<file path="config.mk">
export PLATFORM = sky130hd
export DESIGN_NAME = cond_negate_pipe
export DESIGN_NICKNAME = d
export VERILOG_FILES = /design/src/rtl/cond_negate_pkg.sv /design/src/rtl/cond_negate_lane.sv /design/src/rtl/cond_negate_pipe.sv
export SDC_FILE = /design/constraint.sdc
export NUM_CORES = 1
export LEC_CHECK = 0
export ABC_AREA = 1
export ABC_CLOCK_PERIOD_IN_PS = 13100
export BUFFER_PORTS_ARGS = -buffer_cell sky130_fd_sc_hd__buf_4
export CORE_MARGIN = 2
export CORE_UTILIZATION = 35
export CTS_CLUSTER_SIZE = 8
export DETAILED_ROUTE_END_ITERATION = 6
export GPL_ROUTABILITY_DRIVEN = 0
export PLACE_DENSITY = 0.55
export SLEW_MARGIN = 20
export SYNTH_ARGS = -nofsm -noshare
export SYNTH_HDL_FRONTEND = slang
export SYNTH_SLANG_ARGS = --single-unit
export TNS_END_PERCENT = 1
</file>
<file path="constraint.sdc">
create_clock -name clk -period 13.1 [get_ports clk]
set_input_delay 1.965 -clock clk [delete_from_list [all_inputs] [get_ports clk]]
set_output_delay 1.965 -clock clk [all_outputs]
set_load 0.05 [all_outputs]
</file>
<file path="src/rtl/cond_negate_pkg.sv">
// Shared definitions for the conditional-negation pipeline: op modes and
// WIDTH-dependent MIN/MAX constant helpers.
package cond_negate_pkg;

   typedef enum logic [1:0] {
      MODE_BYPASS = 2'd0,
      MODE_ONES   = 2'd1,
      MODE_TWOS   = 2'd2,
      MODE_ABS    = 2'd3
   } mode_e;

   localparam int unsigned        MAX_WIDTH = 64;
   localparam logic [MAX_WIDTH-1:0] ONE_W   = {{(MAX_WIDTH-1){1'b0}}, 1'b1};

   // Helpers return MAX_WIDTH-bit values; callers truncate to their WIDTH.
   function automatic logic [MAX_WIDTH-1:0] min_val(input int unsigned w);
      return ONE_W << (w - 1);
   endfunction

   function automatic logic [MAX_WIDTH-1:0] max_val(input int unsigned w);
      return min_val(w) - ONE_W;
   endfunction

endpackage

</file>
<file path="src/rtl/cond_negate_lane.sv">
// Stage-1 logic for one lane: decides negation, inverts the operand and
// produces the deferred +1 carry and the MIN-negation overflow flag.
module cond_negate_lane
   import cond_negate_pkg::*;
#(
   parameter int unsigned WIDTH = 34
) (
   input  logic [1:0]       mode,
   input  logic [WIDTH-1:0] data,
   input  logic             sign,
   output logic [WIDTH-1:0] x,
   output logic             cin,
   output logic             ovf
);

   localparam logic [WIDTH-1:0] MIN = WIDTH'(min_val(WIDTH));

   logic neg;

   always_comb begin
      neg = 1'b0;
      case (mode)
         MODE_ONES, MODE_TWOS: neg = sign;
         MODE_ABS:             neg = data[WIDTH-1];
         default:              neg = 1'b0;
      endcase
      x   = data ^ {WIDTH{neg}};
      cin = neg & (mode != MODE_ONES);
      ovf = cin & (data == MIN);
   end

endmodule

</file>
<file path="src/rtl/cond_negate_pipe.sv">
// Two-stage pipelined conditional negation over LANES packed operands with
// valid/ready backpressure, optional saturation and an overflow-beat counter.
module cond_negate_pipe
   import cond_negate_pkg::*;
#(
   parameter int unsigned WIDTH    = 34,
   parameter int unsigned LANES    = 4,
   parameter bit          SATURATE = 1'b1,
   parameter int unsigned CNT_W    = 16
) (
   input  logic                   clk,
   input  logic                   rst,
   input  logic [1:0]             mode,
   input  logic                   in_valid,
   output logic                   in_ready,
   input  logic [LANES*WIDTH-1:0] in_data,
   input  logic [LANES-1:0]       in_sign,
   output logic                   out_valid,
   input  logic                   out_ready,
   output logic [LANES*WIDTH-1:0] out_data,
   output logic [LANES-1:0]       out_ovf,
   output logic [CNT_W-1:0]       ovf_cnt,
   input  logic                   cnt_clr
);

   localparam logic [WIDTH-1:0] MAX = WIDTH'(max_val(WIDTH));

   logic [LANES*WIDTH-1:0] lane_x;
   logic [LANES-1:0]       lane_cin;
   logic [LANES-1:0]       lane_ovf;

   logic                   s1_valid;
   logic [LANES*WIDTH-1:0] s1_x;
   logic [LANES-1:0]       s1_cin;
   logic [LANES-1:0]       s1_ovf;

   logic                   s2_valid;
   logic [LANES*WIDTH-1:0] s2_data;
   logic [LANES-1:0]       s2_ovf;
   logic [LANES*WIDTH-1:0] s2_next;

   logic s1_en;
   logic s2_en;
   logic accept;

   always_comb begin
      s2_en    = !s2_valid | out_ready;
      s1_en    = !s1_valid | s2_en;
      in_ready = s1_en & !rst;
      accept   = in_valid & in_ready;
   end

   for (genvar i = 0; i < LANES; i++) begin : g_lane
      cond_negate_lane #(
         .WIDTH(WIDTH)
      ) u_lane (
         .mode (mode),
         .data (in_data[i*WIDTH +: WIDTH]),
         .sign (in_sign[i]),
         .x    (lane_x[i*WIDTH +: WIDTH]),
         .cin  (lane_cin[i]),
         .ovf  (lane_ovf[i])
      );
   end

   // Stage 2 completes the two's complement; carry-out of the +1 is dropped.
   always_comb begin
      s2_next = '0;
      for (int unsigned i = 0; i < LANES; i++) begin
         if (s1_ovf[i] && SATURATE)
            s2_next[i*WIDTH +: WIDTH] = MAX;
         else
            s2_next[i*WIDTH +: WIDTH] = s1_x[i*WIDTH +: WIDTH]
                                      + {{(WIDTH-1){1'b0}}, s1_cin[i]};
      end
   end

   always_ff @(posedge clk or posedge rst) begin
      if (rst) begin
         s1_valid <= 1'b0;
         s1_x     <= '0;
         s1_cin   <= '0;
         s1_ovf   <= '0;
         s2_valid <= 1'b0;
         s2_data  <= '0;
         s2_ovf   <= '0;
      end else begin
         if (s1_en) begin
            s1_valid <= accept;
            if (accept) begin
               s1_x   <= lane_x;
               s1_cin <= lane_cin;
               s1_ovf <= lane_ovf;
            end
         end
         if (s2_en) begin
            s2_valid <= s1_valid;
            if (s1_valid) begin
               s2_data <= s2_next;
               s2_ovf  <= s1_ovf;
            end
         end
      end
   end

   always_ff @(posedge clk or posedge rst) begin
      if (rst)
         ovf_cnt <= '0;
      else if (cnt_clr)
         ovf_cnt <= '0;
      else if (s2_valid && out_ready && (|s2_ovf) && (ovf_cnt != '1))
         ovf_cnt <= ovf_cnt + 1'b1;
   end

   always_comb begin
      out_valid = s2_valid;
      out_data  = s2_data;
      out_ovf   = s2_ovf;
   end

endmodule
</file>
==> impl_metrics.yaml <==
power_and_ir_drop:
  power_mw: 3.62
  netSwitchingFraction_pct: 40.5
  p_sw_mw: 1.47
  pwr-share-seq_pct: 37.7
  peakVddDrop_mv: 0.0893
  p_int_mw: 2.15
  p_leak_nw: 9.89
  p_comb_share_pct: 34.4
  cellPowerDensity_nw_per_um2: 168
  clockPowerShare_pct: 27.9
routing:
  final_antenna_net_count: 0
  dr.pass1.iters: 5
  vias_per_cell: 4.78
  via_count: 15606
  first_iter_violations: 1019
  finalWirelength_um: 53400
  wl_per_cell_um: 16.4
  drc: 0
timing:
  fin_skew_ns: 0.0130
  fmax_mhz: 201
  rsz0062_at_grt: "no"
  hold_viol: 0
  max_slew_margin_pct: 25.0
  drv_slew: 0
  tightest_slew_ns: 1.12
  period_minus_slack_ns: 4.96
  final-setup-viol-count: 0
  finalCritPeriodShare_pct: 37.9
  whs_ns: 0.488
  tns_ns: 0
  setup_ws_ns: 8.14
layout:
  area_growth_pct: 22.6
  drive_gt1_share_pct: 18.1
  fin_cells: 3267
  num-nets-final: 2748
  post-route-cell-area_um2: 21500
  postLayoutCoreUtil_pct: 43.1
  layout_commonest_cell: "nand2_1"
  most-common-layout-cells: "nand2_1, buf_4, dfrtp_1, nor2_1, inv_1"
synth:
  ys_types: 41
  ys_seq_elements: 302
  synth_area_per_cell_um2: 7.61
  async_flop_share_pct: 100
  syn_area_um2: 17500
  synth_fp_nets: 2463
  synthFlopType: "dfrtp_1"
  synth-edff-count: 0
  syn_inst: 2304
  seq_area_frac_synth_pct: 43.1
  yosysWarningCount: 0
worst_setup_path:
  cp_max_fo: 3
  end_kind: "output pin"
  start_kind: "input port"
  cp_data_required_time_ns: 11.14
  crit_type: "in2out"
  crit_arrival_ns: 3.00
place:
  portBuffers: 304
  dp_slack_ns: 7.85
  hpwl_um: 39100
  placed_cell_area_um2: 20300
  dp.cells: 3214
clocking:
  cts_setup_buffers: 0
  ctsLongestPathBuffers: 3
  numCtsBuffers: 44
  cts_hold_buf: 0
  clk_pin_slew_ns: 0.05
  root_buffer: "clkbuf_16"
  tritoncts: "done"
  cts_resized: 0
  clk_latency_ns: 0.55
  cts_sinks: 302
  cts_max_level: 2
floorplan:
  initial_utilization_pct: 35.2
  die_w_um: 228
  row_count: 82
  dieHeight_um: 228
  core-area_um2: 49900
  fp.dieArea_um2: 51900
  pin_count: 305
status:
  outcome: "finished, final reports clean"
global_routing:
  gr-max-usage-layer: "met2"
  grt_util_met2_pct: 33.1
  grtUsageTotal_pct: 20.4
  grt_pass1_wl_um: 85100
  first_global_vias: 15197
  met3_usage_pct: 3.98
  grt_max_degree: 183
  met1_usage_pct: 28.0
  grt_remaining_overflow: 0
  antenna_found_initial: 4
job:
  max_cap_viol_count: 0
min_path:
  hold_class: "reg2reg"
[logic make-up (layout without fill, tap and decap cells)]
group	count (synthesis)	in the layout	synth area share [%]
DFF	302	302	43.1
and+or+nand+nor	1217	1217	30.6
buffers and inverters	311	600	7.56
other	0	2	0
xor gates and xnor gates	179	179	8.94
adders and majority gates	12	12	0.856
AOI/OAI and AO/OA	283	283	8.92
[cells in the mapped netlist, types with 14 or more instances]
cell / instances / area, um^2
nor3_1: 20 / 100
nor2_4: 16 / 180
nand2_1: 614 / 2300
nand3b_1: 40 / 300
o21ai_0: 87 / 435
nand2_2: 22 / 138
a21oi_1: 20 / 100
xor2_1: 157 / 1380
nand3_1: 132 / 661
o21ai_1: 110 / 551
or2_2: 26 / 163
clkbuf_1: 25 / 93.8
inv_1: 228 / 856
dfrtp_1: 302 / 7560
nor2_1: 280 / 1050
nand4_1: 14 / 87.6
nor2_2: 17 / 106
xnor2_1: 22 / 193
o22ai_1: 27 / 169
buf_2: 31 / 155
[power groups by stage]
stage	clock network, mW	registers (mW)	logic, mW
global placement	0	1.37	1.24
CTS	1.04	1.36	1.26
finish	1.01	1.36	1.25
global route	1.08	1.39	1.34
floorplan	0	1.76	0.426
detailed placement	0	1.37	1.26
[sequential cells by signal, summed over array words and instances, names as in the netlist]
name,count
s1_cin,4
ovf_cnt,16
s1_ovf,4
out_valid,1
out_data,136
s1_valid,1
out_ovf,4
s1_x,136
[layout make-up]
cell class,instances,area [um^2]
Sequential cell,302,7560
Fill cell,5136,28400
Antenna cell,2,5.00
Timing Repair Buffer,312,2360
Tap cell,672,841
Clock inverter,2,10.0
Multi-Input combinational cell,1691,8660
Inverter,238,923
Clock buffer,48,1150
[final timing paths]
kind / startpoint / to / slack (ns) / cells past startpoint
max: out_ready / in_ready / 8.14 / 8
min: out_data[101]$_DFFE_PP0P_ / out_data[101]$_DFFE_PP0P_ / 0.49 / 2
max reg2reg: out_valid$_DFFE_PP0P_ / s1_x[58]$_DFFE_PP0P_ / 10.10 / 6
min reg2reg: out_data[101]$_DFFE_PP0P_ / out_data[101]$_DFFE_PP0P_ / 0.49 / 2
max in group asynchronous: rst / out_data[64]$_DFFE_PP0P_ / 9.40 / 5
min in group asynchronous: rst / out_data[134]$_DFFE_PP0P_ / 1.46 / 2
[per-layer routing]
layer	vias up	part of all wire [%]
met5	-	0.051
met2	425	46
li1	7858	-
met1	7252	46
met4	4	2.1
met3	67	5.8
[critical path: stages]
cell and delay [ns]:
buf_4 0.11, inv_1 0.05, nand2_1 0.12, nor2_1 0.34, inv_1 0.11, nand2_1 0.08, inv_1 0.05, buf_4 0.18
Note: power is estimated with default switching activity, not from simulation.
